**config.mk**
```make
export PLATFORM = sky130hd
export DESIGN_NAME = ls_arbiter_flat
export DESIGN_NICKNAME = d
export VERILOG_FILES = /design/src/rtl/ls_arbiter_if.sv /design/src/rtl/ls_arbiter.sv /design/src/flat_wrapper.sv
export SDC_FILE = /design/constraint.sdc
export NUM_CORES = 1
export LEC_CHECK = 0
export ABC_AREA = 1
export BUFFER_PORTS_ARGS = -buffer_cell sky130_fd_sc_hd__buf_2
export CORE_AREA = 3 3 400 402
export DETAILED_ROUTE_END_ITERATION = 10
export DIE_AREA = 0 0 403 405
export GPL_ROUTABILITY_DRIVEN = 0
export GPL_TIMING_DRIVEN = 1
export SYNTH_ARGS = -nofsm -noshare
export SYNTH_HDL_FRONTEND = slang
export SYNTH_SLANG_ARGS = --single-unit
```
**constraint.sdc**
```tcl
create_clock -name clk -period 25.6 [get_ports clk]
set_input_delay 1.28 -clock clk [delete_from_list [all_inputs] [get_ports clk]]
set_output_delay 1.28 -clock clk [all_outputs]
set_load 0.1 [all_outputs]
```
**src/rtl/ls_arbiter_if.sv**
```systemverilog
// Local-store arbiter bus: three requester ports (DMA, LSU, instruction fetch)
// plus the single-ported 128-bit local-store access port.
interface ls_arbiter_if;
    // DMA requester
    logic         dma_req;
    logic         dma_wr;
    logic [31:0]  dma_addr;
    logic [127:0] dma_wdata;
    logic         dma_gnt;
    logic         dma_rvalid;
    logic [127:0] dma_rdata;
    // Load/store pipe requester
    logic         lsu_req;
    logic         lsu_wr;
    logic [31:0]  lsu_addr;
    logic [127:0] lsu_wdata;
    logic         lsu_gnt;
    logic         lsu_rvalid;
    logic [127:0] lsu_rdata;
    // Instruction-fetch burst requester
    logic         if_req;
    logic [31:0]  if_addr;
    logic         if_gnt;
    logic         if_rvalid;
    logic [127:0] if_rdata;
    logic         if_last;
    // Local-store port
    logic [31:0]  ls_addr;
    logic         ls_wr_en;
    logic [127:0] ls_data_wr;
    logic [127:0] ls_data_rd;

    // Arbiter side
    modport slave (
        input  dma_req, dma_wr, dma_addr, dma_wdata,
        output dma_gnt, dma_rvalid, dma_rdata,
        input  lsu_req, lsu_wr, lsu_addr, lsu_wdata,
        output lsu_gnt, lsu_rvalid, lsu_rdata,
        input  if_req, if_addr,
        output if_gnt, if_rvalid, if_rdata, if_last,
        output ls_addr, ls_wr_en, ls_data_wr,
        input  ls_data_rd
    );

    // Requesters and local-store side
    modport master (
        output dma_req, dma_wr, dma_addr, dma_wdata,
        input  dma_gnt, dma_rvalid, dma_rdata,
        output lsu_req, lsu_wr, lsu_addr, lsu_wdata,
        input  lsu_gnt, lsu_rvalid, lsu_rdata,
        output if_req, if_addr,
        input  if_gnt, if_rvalid, if_rdata, if_last,
        input  ls_addr, ls_wr_en, ls_data_wr,
        output ls_data_rd
    );
endinterface

```
**src/rtl/ls_arbiter.sv**
```systemverilog
// Local-store arbiter: one quadword access per cycle shared between DMA, LSU
// and instruction fetch. Fetches run as non-preemptible fixed-length bursts;
// a starvation counter forces a fetch win after STARVE_LIMIT waiting cycles.
// Addresses are byte addresses; the low 4 bits (quadword offset) are ignored.
module ls_arbiter #(
    parameter int MEM_SIZE     = 16384,
    parameter int IF_BURST     = 4,
    parameter int STARVE_LIMIT = 8
) (
    input  logic        clk,
    input  logic        rst,
    ls_arbiter_if.slave bus
);
    localparam int IDX_W  = $clog2(MEM_SIZE);
    localparam int BEAT_W = (IF_BURST > 1) ? $clog2(IF_BURST) : 1;
    localparam int CNT_W  = $clog2(STARVE_LIMIT + 1);

    typedef enum logic {IDLE, BURST} state_t;

    state_t             r_state;
    state_t             w_state_nxt;
    logic [IDX_W-1:0]   r_base;
    logic [BEAT_W-1:0]  r_beat;
    logic [CNT_W-1:0]   r_starve;

    logic               w_force_if;
    logic               w_dma_gnt;
    logic               w_lsu_gnt;
    logic               w_if_gnt;
    logic               w_if_beat;
    logic               w_if_last;
    logic [IDX_W-1:0]   w_idx;
    logic               w_wr_en;
    logic [127:0]       w_wdata;

    logic               r_dma_rvalid;
    logic [127:0]       r_dma_rdata;
    logic               r_lsu_rvalid;
    logic [127:0]       r_lsu_rdata;
    logic               r_if_rvalid;
    logic [127:0]       r_if_rdata;
    logic               r_if_last;

    // Quadword index of a byte address, wrapped to the store depth.
    function automatic logic [IDX_W-1:0] qw_index(input logic [31:0] byte_addr);
        return byte_addr[4 +: IDX_W];
    endfunction

    assign w_force_if = (r_starve == CNT_W'(STARVE_LIMIT)) && bus.if_req;

    // Winner selection, LS port drive and FSM next state; everything forced
    // idle while reset is held so outputs read 0 immediately.
    always_comb begin
        w_state_nxt = r_state;
        w_dma_gnt   = 1'b0;
        w_lsu_gnt   = 1'b0;
        w_if_gnt    = 1'b0;
        w_if_beat   = 1'b0;
        w_if_last   = 1'b0;
        w_idx       = '0;
        w_wr_en     = 1'b0;
        w_wdata     = '0;
        if (!rst) begin
            case (r_state)
                IDLE: begin
                    if (w_force_if || (bus.if_req && !bus.dma_req && !bus.lsu_req)) begin
                        w_if_gnt  = 1'b1;
                        w_if_beat = 1'b1;
                        w_idx     = qw_index(bus.if_addr);
                        if (IF_BURST == 1) begin
                            w_if_last = 1'b1;
                        end else begin
                            w_state_nxt = BURST;
                        end
                    end else if (bus.dma_req) begin
                        w_dma_gnt = 1'b1;
                        w_idx     = qw_index(bus.dma_addr);
                        w_wr_en   = bus.dma_wr;
                        w_wdata   = bus.dma_wr ? bus.dma_wdata : '0;
                    end else if (bus.lsu_req) begin
                        w_lsu_gnt = 1'b1;
                        w_idx     = qw_index(bus.lsu_addr);
                        w_wr_en   = bus.lsu_wr;
                        w_wdata   = bus.lsu_wr ? bus.lsu_wdata : '0;
                    end
                end
                BURST: begin
                    w_if_beat = 1'b1;
                    w_idx     = r_base + IDX_W'(r_beat);
                    if (r_beat == BEAT_W'(IF_BURST - 1)) begin
                        w_if_last   = 1'b1;
                        w_state_nxt = IDLE;
                    end
                end
                default: w_state_nxt = IDLE;
            endcase
        end
    end

    // FSM state register.
    always_ff @(posedge clk or posedge rst) begin
        if (rst) r_state <= IDLE;
        else     r_state <= w_state_nxt;
    end

    // Burst base index and beat counter; beat 0 is issued on the grant cycle.
    always_ff @(posedge clk or posedge rst) begin
        if (rst) begin
            r_base <= '0;
            r_beat <= '0;
        end else if (r_state == IDLE && w_if_gnt) begin
            r_base <= w_idx;
            r_beat <= BEAT_W'(1);
        end else if (r_state == BURST) begin
            r_beat <= r_beat + BEAT_W'(1);
        end
    end

    // Starvation counter: counts waiting fetch cycles, saturates at the limit.
    always_ff @(posedge clk or posedge rst) begin
        if (rst) begin
            r_starve <= '0;
        end else if (w_if_gnt || !bus.if_req) begin
            r_starve <= '0;
        end else if (r_starve != CNT_W'(STARVE_LIMIT)) begin
            r_starve <= r_starve + CNT_W'(1);
        end
    end

    // Read return: capture LS data one cycle after each read issue.
    always_ff @(posedge clk or posedge rst) begin
        if (rst) begin
            r_dma_rvalid <= 1'b0;
            r_dma_rdata  <= '0;
            r_lsu_rvalid <= 1'b0;
            r_lsu_rdata  <= '0;
            r_if_rvalid  <= 1'b0;
            r_if_rdata   <= '0;
            r_if_last    <= 1'b0;
        end else begin
            r_dma_rvalid <= w_dma_gnt && !bus.dma_wr;
            r_lsu_rvalid <= w_lsu_gnt && !bus.lsu_wr;
            r_if_rvalid  <= w_if_beat;
            r_if_last    <= w_if_last;
            if (w_dma_gnt && !bus.dma_wr) r_dma_rdata <= bus.ls_data_rd;
            if (w_lsu_gnt && !bus.lsu_wr) r_lsu_rdata <= bus.ls_data_rd;
            if (w_if_beat)                r_if_rdata  <= bus.ls_data_rd;
        end
    end

    assign bus.dma_gnt    = w_dma_gnt;
    assign bus.lsu_gnt    = w_lsu_gnt;
    assign bus.if_gnt     = w_if_gnt;
    assign bus.dma_rvalid = r_dma_rvalid;
    assign bus.dma_rdata  = r_dma_rdata;
    assign bus.lsu_rvalid = r_lsu_rvalid;
    assign bus.lsu_rdata  = r_lsu_rdata;
    assign bus.if_rvalid  = r_if_rvalid;
    assign bus.if_rdata   = r_if_rdata;
    assign bus.if_last    = r_if_last;
    assign bus.ls_addr    = {{(32 - IDX_W){1'b0}}, w_idx};
    assign bus.ls_wr_en   = w_wr_en;
    assign bus.ls_data_wr = w_wdata;

    // Quadword offset and out-of-range high address bits carry no meaning here.
    logic w_unused_addr;
    assign w_unused_addr = ^{bus.dma_addr[31:4+IDX_W], bus.dma_addr[3:0],
                             bus.lsu_addr[31:4+IDX_W], bus.lsu_addr[3:0],
                             bus.if_addr[31:4+IDX_W],  bus.if_addr[3:0]};
endmodule
```
**src/flat_wrapper.sv**
```systemverilog
// flat-port wrapper written by rule: the top's interface ports become plain ports
module ls_arbiter_flat 
#(
    parameter int MEM_SIZE     = 16384,
    parameter int IF_BURST     = 4,
    parameter int STARVE_LIMIT = 8
)
  (clk, rst, bus_dma_req, bus_dma_wr, bus_dma_addr, bus_dma_wdata, bus_dma_gnt, bus_dma_rvalid, bus_dma_rdata, bus_lsu_req, bus_lsu_wr, bus_lsu_addr, bus_lsu_wdata, bus_lsu_gnt, bus_lsu_rvalid, bus_lsu_rdata, bus_if_req, bus_if_addr, bus_if_gnt, bus_if_rvalid, bus_if_rdata, bus_if_last, bus_ls_addr, bus_ls_wr_en, bus_ls_data_wr, bus_ls_data_rd);
  ls_arbiter_if bus_i ();
  input  logic clk;
  input  logic rst;
  input wire logic [$bits(bus_i.dma_req)-1:0] bus_dma_req;
  input wire logic [$bits(bus_i.dma_wr)-1:0] bus_dma_wr;
  input wire logic [$bits(bus_i.dma_addr)-1:0] bus_dma_addr;
  input wire logic [$bits(bus_i.dma_wdata)-1:0] bus_dma_wdata;
  output wire logic [$bits(bus_i.dma_gnt)-1:0] bus_dma_gnt;
  output wire logic [$bits(bus_i.dma_rvalid)-1:0] bus_dma_rvalid;
  output wire logic [$bits(bus_i.dma_rdata)-1:0] bus_dma_rdata;
  input wire logic [$bits(bus_i.lsu_req)-1:0] bus_lsu_req;
  input wire logic [$bits(bus_i.lsu_wr)-1:0] bus_lsu_wr;
  input wire logic [$bits(bus_i.lsu_addr)-1:0] bus_lsu_addr;
  input wire logic [$bits(bus_i.lsu_wdata)-1:0] bus_lsu_wdata;
  output wire logic [$bits(bus_i.lsu_gnt)-1:0] bus_lsu_gnt;
  output wire logic [$bits(bus_i.lsu_rvalid)-1:0] bus_lsu_rvalid;
  output wire logic [$bits(bus_i.lsu_rdata)-1:0] bus_lsu_rdata;
  input wire logic [$bits(bus_i.if_req)-1:0] bus_if_req;
  input wire logic [$bits(bus_i.if_addr)-1:0] bus_if_addr;
  output wire logic [$bits(bus_i.if_gnt)-1:0] bus_if_gnt;
  output wire logic [$bits(bus_i.if_rvalid)-1:0] bus_if_rvalid;
  output wire logic [$bits(bus_i.if_rdata)-1:0] bus_if_rdata;
  output wire logic [$bits(bus_i.if_last)-1:0] bus_if_last;
  output wire logic [$bits(bus_i.ls_addr)-1:0] bus_ls_addr;
  output wire logic [$bits(bus_i.ls_wr_en)-1:0] bus_ls_wr_en;
  output wire logic [$bits(bus_i.ls_data_wr)-1:0] bus_ls_data_wr;
  input wire logic [$bits(bus_i.ls_data_rd)-1:0] bus_ls_data_rd;
  assign bus_i.dma_req = bus_dma_req;
  assign bus_i.dma_wr = bus_dma_wr;
  assign bus_i.dma_addr = bus_dma_addr;
  assign bus_i.dma_wdata = bus_dma_wdata;
  assign bus_dma_gnt = bus_i.dma_gnt;
  assign bus_dma_rvalid = bus_i.dma_rvalid;
  assign bus_dma_rdata = bus_i.dma_rdata;
  assign bus_i.lsu_req = bus_lsu_req;
  assign bus_i.lsu_wr = bus_lsu_wr;
  assign bus_i.lsu_addr = bus_lsu_addr;
  assign bus_i.lsu_wdata = bus_lsu_wdata;
  assign bus_lsu_gnt = bus_i.lsu_gnt;
  assign bus_lsu_rvalid = bus_i.lsu_rvalid;
  assign bus_lsu_rdata = bus_i.lsu_rdata;
  assign bus_i.if_req = bus_if_req;
  assign bus_i.if_addr = bus_if_addr;
  assign bus_if_gnt = bus_i.if_gnt;
  assign bus_if_rvalid = bus_i.if_rvalid;
  assign bus_if_rdata = bus_i.if_rdata;
  assign bus_if_last = bus_i.if_last;
  assign bus_ls_addr = bus_i.ls_addr;
  assign bus_ls_wr_en = bus_i.ls_wr_en;
  assign bus_ls_data_wr = bus_i.ls_data_wr;
  assign bus_i.ls_data_rd = bus_ls_data_rd;
  ls_arbiter #(.MEM_SIZE(MEM_SIZE), .IF_BURST(IF_BURST), .STARVE_LIMIT(STARVE_LIMIT)) u_core (.clk(clk), .rst(rst), .bus(bus_i));
endmodule
```
==> impl_metrics.py, run 1 <==
metrics = {
    "floorplanning": {
        "boundaryPins": 1039,
        "die_y_um": 405,
        "start_util_pct": 11.39,
        "coreArea_um2": 156400,
        "die_area_um2": 163200,
        "fp.dieW_um": 403,
        "rows": 145,
    },
    "grt": {
        "grt_max_degree": 156,
        "gr-usage-all-layers_pct": 13.86,
        "grt_overflow": 0,
        "met1_usage_pct": 14.43,
        "grt_pass1_vias": 17360,
        "antenna_found_initial": 120,
        "grtUsageMet2_pct": 26.87,
        "use_met3_pct": 4.442,
        "grt_pass1_wl_mm": 153.2,
        "gr-max-usage-layer": "met2",
    },
    "synthesis": {
        "seq_area_frac_synth_pct": 57.44,
        "synth_common_cells": "502 x nand2_1, 409 x dfrtp_1, 222 x o21ai_1, 176 x inv_1",
        "yosys_warnings": 0,
        "synth_ff_type": "dfrtp_1",
        "post_synth.cell_area_avg_um2": 8.817,
        "synthTopCellsByArea": "dfrtp_1 57%, nand2_1 11%, o21ai_1 6.2%, a22oi_1 5.5%, o21ai_0 4.8%",
        "synth_edf_count": 0,
        "syn_area_um2": 17820,
        "synthCells": 2021,
        "synth_top_area_cell": "dfrtp_1",
        "synthArstFlopShare_pct": 100.0,
        "yosysMostFrequentCell": "nand2_1",
        "yosys.area.top_type_share_pct": 57.44,
        "ys_ff_latch": 409,
        "synth_cell_types": 36,
    },
    "clock_tree": {
        "cts_tree": "done",
        "h-tree-depth": 2,
        "clk_path_buf_depth": 3,
        "ctsResizeCount": 0,
        "postCtsSetupRepairBufs": 0,
        "cts_root_buffer": "clkbuf_16",
        "clk_latency_ps": 610,
        "cts_buffers": 46,
        "cts.sink_count": 409,
        "cts_hold_buf": 0,
        "clk_pin_slew_ps": 50,
    },
    "job": {
        "drv_cap": 0,
    },
    "timing": {
        "timing.fmax_mhz": 171.2,
        "fin_crit_sh_pct": 22.82,
        "grt_setup_unrepaired": "false",
        "clock_skew_ps": 15.36,
        "finalWorstPathRequiredPeriod_ps": 5842,
        "slew_headroom_pct": 30.28,
        "setup_tns_ps": 0,
        "final-hold-violation-count": 0,
        "setup_violations": 0,
        "finalMaxSlewViolations": 0,
        "worst_pin_slew_ps": 1046,
    },
    "critical_path": {
        "critPathRequiredTime_ps": 24320,
        "r2r-start": "u_core.r_state$_DFFE_PP0N_",
        "startpoint_type": "primary input",
        "arrival_ps": 4560,
        "critPathMaxFanout": 71,
        "crit_type": "in2out",
        "r2r_end": "u_core.bus.if_rdata[52]$_DFFE_PP0P_",
        "endpoint_kind": "primary output",
        "r2r_cells": 6,
        "reg2reg_slack_ps": 21550,
    },
    "drt": {
        "dr.pass1.iters": 5,
        "via_count": 18120,
        "wire_per_inst_um": 23.59,
        "wirelength_mm": 118.3,
        "viasPerCell": 3.613,
        "drc_errors": 0,
        "drtAntennaViolNets": 0,
        "drtIter0Drc": 1376,
    },
    "place": {
        "place.detailed.hpwl_mm": 100.6,
        "io_buffers": 966,
    },
    "hold_path": {
        "min_path_type": "reg2reg",
        "worst_hold_path.num_cells": 2,
        "whs_endpoint": "u_core.bus.if_rdata[59]$_DFFE_PP0P_",
        "min_from": "u_core.bus.if_rdata[59]$_DFFE_PP0P_",
    },
    "cells_and_area": {
        "drive_above_1_share_pct": 36.29,
        "syn2layout_area_growth_pct": 46.96,
        "fillers": 17820,
        "nets": 3407,
    },
    "status": {
        "status": "completed",
    },
}
[through the flow]
step	utilization [%]	area [um^2]	setup slack, ps	cells	hold slack (ps)
floorplan	-	17880	7853	2038	449.1
global placement	15.73	24600	19730	4924	461.5
detailed placement	15.73	24600	19700	4924	467.7
CTS	16.72	26160	19690	5004	481.7
global route	16.73	26160	19540	5006	499.3
finish	16.74	26190	19760	5016	477.4
[worst max path at each step]
stage / slack [ps] / endpoint / from
after floorplan: 7850 / u_core.bus.dma_rdata[0]$_DFFE_PP0P_ / rst
after global placement: 19730 / bus_ls_data_wr[24] / bus_dma_req
after detailed placement: 19700 / bus_ls_data_wr[24] / bus_dma_req
after CTS: 19690 / bus_ls_data_wr[24] / bus_dma_req
after global routing: 19540 / bus_ls_data_wr[3] / bus_dma_req
final: 19760 / bus_ls_data_wr[24] / bus_dma_req
[sequential cells by signal, summed over array words and instances, names as in the netlist]
name,cells
u_core.bus.dma_rdata,128
u_core.bus.dma_rvalid,1
u_core.bus.if_last,1
u_core.bus.if_rdata,128
u_core.bus.if_rvalid,1
u_core.bus.lsu_rdata,128
u_core.bus.lsu_rvalid,1
u_core.r_base,14
u_core.r_beat,2
u_core.r_starve,4
u_core.r_state,1
[layout by cell type, fill, tap and decap left out, types with 4 or more instances in the layout]
cell type | netlist | routed
clkbuf_8 | 0 | 11
and2_1 | 4 | 4
nand3_1 | 32 | 32
and3_1 | 4 | 4
ha_1 | 5 | 5
diode_2 | 0 | 12
dfrtp_1 | 409 | 409
o21ai_1 | 222 | 222
a22oi_1 | 130 | 130
clkbuf_1 | 39 | 9
a21oi_1 | 4 | 4
buf_4 | 23 | 15
bufinv_16 | 0 | 4
clkbuf_16 | 0 | 46
o21ai_0 | 171 | 171
buf_2 | 78 | 966
conb_1 | 1 | 18
nand4_1 | 9 | 9
nor2_1 | 171 | 170
nand2_1 | 502 | 501
nor3_1 | 4 | 4
inv_1 | 176 | 174
[worst max-delay path, stage by stage]
cell and delay [ps]:
buf_2 230, nor2_4 400, inv_1 150, nor2_4 100, buf_4 590, buf_4 710
a22oi_1 140, nor2_1 360, buf_2 510
[final cells by class]
class | instances | area [um^2] | area share [%]
antenna | 12 | 30.03 | 0.1147
timing repair buffer | 982 | 4967 | 18.97
clock inverter | 14 | 214.0 | 0.8171
clock buffer | 66 | 1336 | 5.103
multi-input combinational | 1296 | 6138 | 23.44
tap | 2058 | 2575 | 9.834
inverter | 179 | 689.4 | 2.633
sequential | 409 | 10230 | 39.09
[layer usage]
layer	wire, um	up-vias
li1	-	8353
met1	41310	8417
met2	63480	1029
met3	10060	292
met4	3282	30
met5	183	-
[kinds of logic after synthesis]
logic type	Yosys count	synth area share (%)
AND/OR/NAND/NOR	738	16.54
adder cells (fa/ha/maj)	6	0.4635
buffers and inverters	333	8.595
other	1	0.02105
flip-flops	409	57.44
AO/OA/AOI/OAI	532	16.84
XOR/XNOR	2	0.09833
Power of run 1 is not shown: default switching activity piles up to over one toggle a cycle in this logic, so the estimate is an artifact.
==> run 2, diff against run 1 <==
- clock period: 25.6 -> 5.4 ns (I/O delays scaled with it)
==> impl_metrics.py, run 2 (synthesized netlist as in run 1, its figures left out) <==
metrics = {
    "status": {
        "status": "completed",
    },
    "clock_tree": {
        "cts_tree": "done",
        "clk_path_buf_depth": 3,
        "clk_latency_ps": 610,
        "postCtsSetupRepairBufs": 0,
        "cts.sink_count": 409,
        "cts_root_buffer": "clkbuf_16",
        "h-tree-depth": 2,
        "clk_pin_slew_ps": 60,
        "cts_buffers": 47,
    },
    "timing": {
        "slew_headroom_pct": 21.50,
        "timing.fmax_mhz": 255.6,
        "finalWorstPathRequiredPeriod_ps": 3913,
        "worst_pin_slew_ps": 1178,
        "setup_violations": 0,
        "fin_crit_sh_pct": 72.46,
        "grt_setup_unrepaired": "false",
        "clock_skew_ps": 22.81,
        "setup_slack_ps": 1487,
        "finalMaxSlewViolations": 0,
        "setup_tns_ps": 0,
        "final-hold-violation-count": 0,
    },
    "drt": {
        "wire_per_inst_um": 23.79,
        "via_count": 18980,
        "drtAntennaViolNets": 0,
        "wirelength_mm": 123.5,
        "drtIter0Drc": 1740,
        "viasPerCell": 3.656,
        "dr.pass1.iters": 6,
        "drc_errors": 0,
    },
    "grt": {
        "antenna_found_initial": 130,
        "grt_max_degree": 184,
        "gr-usage-all-layers_pct": 14.43,
        "grt_overflow": 0,
        "grt_pass1_wl_mm": 159.7,
        "grt_pass1_vias": 18330,
    },
    "hold_path": {
        "min_path_type": "in2reg",
    },
    "job": {
        "drv_cap": 0,
    },
    "cells_and_area": {
        "drive_above_1_share_pct": 34.87,
        "multi_input_comb_area_um2": 6138,
        "syn2layout_area_growth_pct": 55.33,
        "fin_cells": 5191,
        "regArea_um2": 10230,
        "layout_common_cells": "966 x buf_2, 501 x nand2_1, 409 x dfrtp_1, 222 x o21ai_1, 174 x inv_1",
        "fillers": 17680,
        "final_common_cell": "buf_2",
        "fin_area_um2": 27680,
        "nets": 3537,
    },
    "floorplanning": {
        "fp.dieW_um": 403,
        "boundaryPins": 1039,
        "die_area_um2": 163200,
        "start_util_pct": 11.39,
        "rows": 145,
        "coreArea_um2": 156400,
        "die_y_um": 405,
    },
    "critical_path": {
        "critPathMaxFanout": 51,
        "arrival_ps": 3640,
        "endpoint_kind": "primary output",
        "startpoint_type": "flip-flop",
        "critPathRequiredTime_ps": 5130,
        "crit_type": "reg2out",
    },
    "place": {
        "placed_cells": 4928,
        "dpl_worst_slack_ps": 1719,
        "post_dp_cell_area_um2": 24680,
        "io_buffers": 966,
        "place.detailed.hpwl_mm": 103.7,
    },
}
[run 2: cell types whose count changed in the layout (fill, tap and decap cells not counted), moves of 2 or more]
| cell | before | now |
|---|---|---|
| buf_12 | 1 | 5 |
| clkbuf_1 | 9 | 11 |
| dlygate4sd3_1 | 0 | 125 |
| inv_4 | 0 | 2 |
| clkinv_4 | 2 | 0 |
| clkbuf_16 | 46 | 48 |
| clkinv_2 | 3 | 0 |
| diode_2 | 12 | 56 |
[run 2: final cells by class]
cell class                      count  share of cell area (%)
Sequential cell                   409                   36.98
Timing Repair Buffer             1111                   22.76
Multi-Input combinational cell   1296                   22.18
Tap cell                         2058                   9.303
Clock buffer                       69                   4.986
Inverter                          179                   2.473
Clock inverter                     13                  0.8182
Antenna cell                       56                  0.5063
[run 2: metal layers]
metal	share of wire (%)	vias up	track usage [%]	wire [um]
met5	0.095	-	0	117
met1	34	8832	14.67	42160
li1	-	8673	-	-
met3	8.9	321	4.821	10930
met2	53	1135	26.87	65010
met4	4.3	18	6.056	5250
[run 2: path summary, 6_finish.rpt]
check / startpoint / end / slack, ps / cells past startpoint
max: u_core.r_state$_DFFE_PP0N_ / bus_ls_data_wr[124] / 1490 / 6
min: bus_ls_data_rd[115] / u_core.bus.dma_rdata[115]$_DFFE_PP0P_ / 50 / 3
max reg2reg: u_core.r_state$_DFFE_PP0N_ / u_core.bus.dma_rdata[72]$_DFFE_PP0P_ / 1760 / 8
min reg2reg: u_core.bus.if_rdata[62]$_DFFE_PP0P_ / u_core.bus.if_rdata[62]$_DFFE_PP0P_ / 480 / 2
max in group asynchronous: rst / u_core.bus.lsu_rdata[97]$_DFFE_PP0P_ / 2820 / 5
min in group asynchronous: rst / u_core.r_base[4]$_DFFE_PP0N_ / 570 / 3
[run 2: worst max-delay path, cell delays in order, from the launching register on]
cell     delay [ps]
dfrtp_1         610
inv_2           360
nand3_4         270
nor2_8          230
inv_4           220
nor2_1          770
buf_2           570
[run 2: stage by stage]
step	util (%)	hold WS, ps
floorplan	-	429.4
global placement	15.78	461.4
detailed placement	15.78	467.3
CTS	17.61	8.157
global route	17.69	29.42
finish	17.70	54.12
[run 2: repair_timing]
item,in CTS,in global routing
endpoints found under the setup margin,0,0
gates resized for setup,0,0
hold buffers,125,0
hold endpoints to repair,373,0
Power of run 2 is left out for the same reason.
